===== src/rtl/tdm_demux_1to4_if.sv =====
// rtl/tdm_demux_1to4_if.sv - TDM sample input and frame output bundle for tdm_demux_1to4
interface tdm_demux_1to4_if #(
   parameter int WIDTH = 1
);
   logic [WIDTH-1:0]   din;
   logic               din_valid;
   logic               frame_start;
   logic [4*WIDTH-1:0] dout;
   logic               frame_valid;
   logic               locked;
   logic [1:0]         slot;
   logic               sync_err;

   modport master (
      output din,
      output din_valid,
      output frame_start,
      input  dout,
      input  frame_valid,
      input  locked,
      input  slot,
      input  sync_err
   );

   modport slave (
      input  din,
      input  din_valid,
      input  frame_start,
      output dout,
      output frame_valid,
      output locked,
      output slot,
      output sync_err
   );
endinterface


===== src/rtl/tdm_demux_1to4.sv =====
// rtl/tdm_demux_1to4.sv - 1:4 TDM demultiplexer with frame lock and whole-frame output register
module tdm_demux_1to4 #(
   parameter int WIDTH = 1
) (
   input logic              clk,
   input logic              rst,
   tdm_demux_1to4_if.slave  bus
);
   typedef enum logic {HUNT, RUN} state_t;

   state_t           state;
   logic [1:0]       slot_q;
   logic [WIDTH-1:0] shadow0;
   logic [WIDTH-1:0] shadow1;
   logic [WIDTH-1:0] shadow2;
   logic [4*WIDTH-1:0] dout_q;
   logic             frame_valid_q;
   logic             locked_q;
   logic             sync_err_q;

   always_ff @(posedge clk) begin
      if (rst) begin
         state         <= HUNT;
         slot_q        <= 2'd0;
         shadow0       <= '0;
         shadow1       <= '0;
         shadow2       <= '0;
         dout_q        <= '0;
         frame_valid_q <= 1'b0;
         locked_q      <= 1'b0;
         sync_err_q    <= 1'b0;
      end else begin
         frame_valid_q <= 1'b0;
         sync_err_q    <= 1'b0;
         if (bus.din_valid) begin
            case (state)
               HUNT: begin
                  if (bus.frame_start) begin
                     shadow0  <= bus.din;
                     slot_q   <= 2'd1;
                     state    <= RUN;
                     locked_q <= 1'b1;
                  end
               end
               RUN: begin
                  // A misplaced frame_start restarts the frame; older shadow data is simply overwritten later.
                  if (bus.frame_start && (slot_q != 2'd0)) begin
                     sync_err_q <= 1'b1;
                     shadow0    <= bus.din;
                     slot_q     <= 2'd1;
                  end else begin
                     case (slot_q)
                        2'd0: shadow0 <= bus.din;
                        2'd1: shadow1 <= bus.din;
                        2'd2: shadow2 <= bus.din;
                        default: begin
                           dout_q        <= {bus.din, shadow2, shadow1, shadow0};
                           frame_valid_q <= 1'b1;
                        end
                     endcase
                     slot_q <= slot_q + 2'd1;
                  end
               end
               default: begin
                  state    <= HUNT;
                  slot_q   <= 2'd0;
                  locked_q <= 1'b0;
               end
            endcase
         end
      end
   end

   assign bus.dout        = dout_q;
   assign bus.frame_valid = frame_valid_q;
   assign bus.locked      = locked_q;
   assign bus.slot        = slot_q;
   assign bus.sync_err    = sync_err_q;
endmodule


===== src/flat_wrapper.sv =====
// flat-port wrapper written by rule: the top's interface ports become plain ports
module tdm_demux_1to4_flat 
#(
   parameter int WIDTH = 1
)
  (clk, rst, bus_din, bus_din_valid, bus_frame_start, bus_dout, bus_frame_valid, bus_locked, bus_slot, bus_sync_err);
  tdm_demux_1to4_if #(.WIDTH(WIDTH)) bus_i ();
  input logic clk;
  input logic rst;
  input wire logic [$bits(bus_i.din)-1:0] bus_din;
  input wire logic [$bits(bus_i.din_valid)-1:0] bus_din_valid;
  input wire logic [$bits(bus_i.frame_start)-1:0] bus_frame_start;
  output wire logic [$bits(bus_i.dout)-1:0] bus_dout;
  output wire logic [$bits(bus_i.frame_valid)-1:0] bus_frame_valid;
  output wire logic [$bits(bus_i.locked)-1:0] bus_locked;
  output wire logic [$bits(bus_i.slot)-1:0] bus_slot;
  output wire logic [$bits(bus_i.sync_err)-1:0] bus_sync_err;
  assign bus_i.din = bus_din;
  assign bus_i.din_valid = bus_din_valid;
  assign bus_i.frame_start = bus_frame_start;
  assign bus_dout = bus_i.dout;
  assign bus_frame_valid = bus_i.frame_valid;
  assign bus_locked = bus_i.locked;
  assign bus_slot = bus_i.slot;
  assign bus_sync_err = bus_i.sync_err;
  tdm_demux_1to4 #(.WIDTH(WIDTH)) u_core (.clk(clk), .rst(rst), .bus(bus_i));
endmodule

===== config.mk =====
export PLATFORM = sky130hd
export DESIGN_NAME = tdm_demux_1to4_flat
export DESIGN_NICKNAME = d
export VERILOG_FILES = /design/src/rtl/tdm_demux_1to4_if.sv /design/src/rtl/tdm_demux_1to4.sv /design/src/flat_wrapper.sv
export SDC_FILE = /design/constraint.sdc
export NUM_CORES = 1
export LEC_CHECK = 0
export CAP_MARGIN = 10
export CORE_MARGIN = 1.5
export CORE_UTILIZATION = 29
export CTS_CLUSTER_DIAMETER = 30
export DETAILED_ROUTE_END_ITERATION = 12
export SLEW_MARGIN = 30
export SYNTH_ARGS = -nofsm -noshare
export SYNTH_HDL_FRONTEND = slang
export SYNTH_SLANG_ARGS = --single-unit

===== constraint.sdc =====
create_clock -name clk -period 1.6 [get_ports clk]
set_input_delay 0.24 -clock clk [delete_from_list [all_inputs] [get_ports clk]]
set_output_delay 0.24 -clock clk [all_outputs]
set_load 0.03 [all_outputs]

**After elaboration in Yosys (flattened, before gate mapping)**

Index checks and enable logic that the tools add are counted.

- Flip-flop bits (word level): 13
- Input bits: 5
- Word-level logic and storage cells: 41

- Equal/unequal tests: 4
- Reduce and logical (&&, ||, !) cells: 12
- Bitwise gates (word level): 4
- $add $sub $neg: 1
- Muxes and demuxes: 11

Operators with widths:

| kind | number |
|---|---|
| 4-bit AND reduction | 3 |
| 1-bit 2-to-1 mux | 7 |
| 3-bit AND reduction | 2 |
| 3-bit OR reduction | 2 |
| 2-bit 2-to-1 mux | 2 |
| 1-bit NOT | 4 |
| 2-bit case mux with 2 select lines | 1 |
| 4-bit OR reduction | 1 |
| 3-bit != test, second input constant | 1 |
| 2-bit by 1-bit adder with 2-bit output, second input constant | 1 |
| 2-bit by 1-bit equality test with 1-bit output, second input constant | 1 |
| 2-bit equality test, second input constant | 1 |
| 2-bit logical NOT | 1 |
| 2-bit != test, second input constant | 1 |
| 1-bit case mux with 2 select lines | 1 |
| 2-bit AND reduction | 1 |
| 2-bit nonzero test | 1 |
| 1-bit logical AND | 1 |

**Longest topological paths before layout**

- Word-level depth: 4
- Gate-level depth with buffers: 5
- Mapped depth without buffers: 5

**Worst setup path before layout**

OpenSTA, ideal clock, no wires.

- Kind: reg2reg
- Start point: register u_core.slot_q[0] (netlist: u_core.bus.slot[0])
- End point: register u_core.slot_q[0] (netlist: u_core.bus.slot[0])
- Cell stages (with the launch flop): 6
- Setup slack: 18 ps
- Arrival: 1503 ps
- Path through: dfxtp_1 -> inv_1 -> ha_1 -> nand2b_1 -> and3_4 -> a211oi_2

- Cells in the longest elaborated chain, start to end: 4

RTL lines:

| what | RTL line | text |
|---|---|---|
| from (decl) | tdm_demux_1to4.sv:12 | `logic [1:0] slot_q;` |
| from (signal assigned) | tdm_demux_1to4.sv:61 | `slot_q <= slot_q + 2'd1;` |
| branches (longest 2 deep; another with 2-bit by 1-bit adder with 2-bit output) | -- |  |
| 2-bit 2-to-1 mux * | tdm_demux_1to4.sv:47 | `if (bus.frame_start && (slot_q != 2'd0)) begin` |
| 2-bit case mux with 2 select lines * | tdm_demux_1to4.sv:36 | `case (state)` |

Every way passes the cells marked *.
A chain may end at the register's enable or synchronous reset.

**Worst setup path after layout**

- Start point: register u_core.locked_q (netlist: u_core.bus.locked)
- End point: output bus_locked

RTL lines:

| what | RTL line | text |
|---|---|---|
| from (decl) | tdm_demux_1to4.sv:18 | `logic locked_q;` |
| from (signal assigned) | tdm_demux_1to4.sv:30 | `locked_q <= 1'b0;` |
| from (signal assigned) | tdm_demux_1to4.sv:42 | `locked_q <= 1'b1;` |
| from (signal assigned) | tdm_demux_1to4.sv:67 | `locked_q <= 1'b0;` |
| to (decl) | flat_wrapper.sv:15 | `output wire logic [$bits(bus_i.locked)-1:0] bus_locked;` |

No word-level cell between the ends.

==> impl_metrics.toml <==
[worst_setup_path]
start_kind = "flip-flop"
crit_family = "buffers and inverters"
worstSetupStartpoint = "u_core.bus.locked"
critical_path.max_stage_delay_ns = 0.67
crit_path_cell_trace = "clkdlybuf4s50_1"
cp-end-kind = "primary output"
critPathKind = "reg -> out"
critPathBufInv = 1
worstPathArrival_ns = 1.28
crit_fanout = 2
r2r-start = "u_core.bus.slot[0]"
slowest_stage = "clkdlybuf4s50_1"
required_ns = 1.36

[floorplanning]
core_mm2 = 0.00192
io_pins = 14
fp.dieH_um = 47.8
die_w_um = 47.8
row_count = 16
initial_core_util = 0.303
die-area_mm2 = 0.00228

[power_and_ir_drop]
clkPwrFrac = 0.332
power_frac_seq = 0.552
swShare = 0.245
p_int_uw = 462
switchingPower_uw = 150
ir_drop_mv = 0.302
powerDensity_mw_per_mm2 = 793
combPwrFrac = 0.117
p_leak_nw = 0.353

[sta]
fin_crit_ns = 1.52
drv_slew = 0
finalHoldViolations = 0
fmax_mhz = 659
tns_ns = 0
setup_viol = 0
rsz0062_at_grt = "no"
slew_headroom = 0.769
min_period_over_period = 0.949
tightest_slew_ns = 0.342
skew_ns = 0.00608

[routing]
wl_per_cell_um = 9.89
final_antenna_net_count = 0
drt-vias-per-instance = 4.29
vias = 425
firstDrtPassIters = 4
wl_um = 979
drc = 0
drtIter0Drc = 17

[cts]
cts_tree = "done"
h-tree-depth = 1
cts_buffer_depth = 2
post_cts_buffers = 0
cts_made_buffers = 3
clock-sinks = 13
cts-hold-fix-buffers = 0
root_buffer = "clkbuf_4"
insertion_delay_ns = 0.27
clk_pin_slew_ns = 0.08

[placement]
finalWeightedCongestion = 0.697
post-dp-hpwl_um = 732
placed_cells = 95
place.port_buffers = 13

[grt]
grt_pass1_wl_mm = 1.39
grt_overflow = 0
grt_max_degree = 8
grt_usage = 0.0942
grt_pass1_vias = 340
antenna_found_initial = 0

[finish]
drive_gt1_frac = 0.125
fillers = 208
num_antenna_cells = 0
multi_input_area_um2 = 295
seqCellArea_um2 = 260
final_util = 0.402
fin_cells = 99
fin_nets = 82
areaGrowthSynthToFinish_pct = 32.7

[hold_path]
hp-class = "reg -> reg"
hold_path_startpoint = "u_core.bus.dout[2]"

[logic_synthesis]
yosysSeqAreaShare = 0.447
syn_avg_cell_area_um2 = 10.6
synthCells = 55
ys_ff_latch = 13
synth.distinct_cells = 20
synth_nets = 64
synth_warnings = 0
syn-cell-area_um2 = 582

[job]
drv_cap = 0

[run_status]
status = "completed"
-- power by group through the flow --
stage / Sequential, mW / Combinational [mW] / Clock (mW)
after global placement: 0.346 / 0.0731 / 0
after floorplan: 0.353 / 0.0362 / 0
after detailed placement: 0.346 / 0.0729 / 0
after CTS: 0.338 / 0.0719 / 0.216
after global routing: 0.339 / 0.0779 / 0.227
final: 0.338 / 0.0714 / 0.203
-- synth_stat cells --
cell type  number  area [um2]
nand3_1         2        10.0
and3_4          1        11.3
o21ai_0         1        5.00
inv_1           3        11.3
buf_6           1        11.3
and2_4          1        8.76
a211oi_2        1        12.5
a32oi_1         1        8.76
nor3b_1         1        7.51
clkbuf_1        1        3.75
nand3_4         1        17.5
a21o_1          1        7.51
dfxtp_1        13         260
nor2_1          4        15.0
a31oi_1         1        6.26
ha_1            4        50.1
nand2b_1        9        56.3
mux2i_1         7        70.1
a21oi_1         1        5.00
nand2_1         1        3.75
-- flip-flops by register name, summed over array words and instances, names as in the netlist --
name,cells
u_core.shadow0,1
u_core.bus.locked,1
u_core.shadow2,1
u_core.bus.slot,2
u_core.bus.dout,4
u_core.bus.frame_valid,1
u_core.shadow1,1
u_core.state,1
u_core.bus.sync_err,1
-- per-stage QoR --
stage	hold slack (ns)	area [um2]	setup slack, ns	power, mW
floorplan	0.381	582	0.0177	0.389
global placement	0.463	746	0.162	0.419
detailed placement	0.471	746	0.144	0.419
CTS	0.488	769	0.0469	0.626
global route	0.514	772	0.0293	0.644
finish	0.480	772	0.0816	0.612
-- placed cells by master, fill, tap and decap left out --
| cell type | netlist | final |
|---|---|---|
| a211oi_2 | 1 | 1 |
| a21o_1 | 1 | 1 |
| a21oi_1 | 1 | 1 |
| a31oi_1 | 1 | 1 |
| a32oi_1 | 1 | 1 |
| and2_4 | 1 | 1 |
| and3_4 | 1 | 1 |
| buf_4 | 0 | 2 |
| clkbuf_1 | 1 | 1 |
| clkbuf_4 | 0 | 3 |
| clkdlybuf4s50_1 | 0 | 10 |
| dfxtp_1 | 13 | 13 |
| dlygate4sd2_1 | 0 | 2 |
| dlymetal6s2s_1 | 0 | 1 |
| ha_1 | 4 | 4 |
| inv_1 | 3 | 3 |
| mux2i_1 | 7 | 7 |
| nand2_1 | 1 | 1 |
| nand2b_1 | 9 | 9 |
| nand3_1 | 2 | 2 |
| nand3_4 | 1 | 1 |
| nor2_1 | 4 | 4 |
| nor3b_1 | 1 | 1 |
| o21ai_0 | 1 | 1 |
-- metal layers --
metal  part of all wire  GRT usage
met4              0.019     0.0811
met5                  0          0
met2               0.47      0.139
met3              0.039     0.0226
met1               0.47      0.113
-- area by class of cell --
type                            count  area share
Clock buffer                        4      0.0340
Inverter                            3      0.0146
Multi-Input combinational cell     37       0.382
Sequential cell                    13       0.337
Tap cell                           27      0.0438
Timing Repair Buffer               15       0.188
-- final timing paths --
kind | to | slack, ns | depth (start not counted)
worst min-delay path | u_core.bus.dout[2] | 0.48 | 2
worst max register to register | u_core.bus.slot[0] | 0.14 | 5
worst min register to register | u_core.bus.dout[2] | 0.48 | 2
worst max-delay path | bus_locked | 0.08 | 1
-- worst min-delay path: cells and delay by family (launching register included) --
family           cells  cell delay [ns]
DFF                  1             0.31
muxes                1             0.06
and+or+nand+nor      1             0.06
-- logic make-up after synthesis --
kind of cell / Yosys count / synth area share
and+or+nand+nor: 20 / 0.224
DFF: 13 / 0.447
muxes: 7 / 0.120
AOI/OAI and AO/OA: 6 / 0.0774
buffers and inverters: 5 / 0.0452
adders and majority gates: 4 / 0.0860
-- timing repair --
item	CTS	global route
setup endpoints to repair	2	1
gates resized for setup	2	1
gates cloned	0	0
No activity file was read; power rests on OpenSTA's default activity.
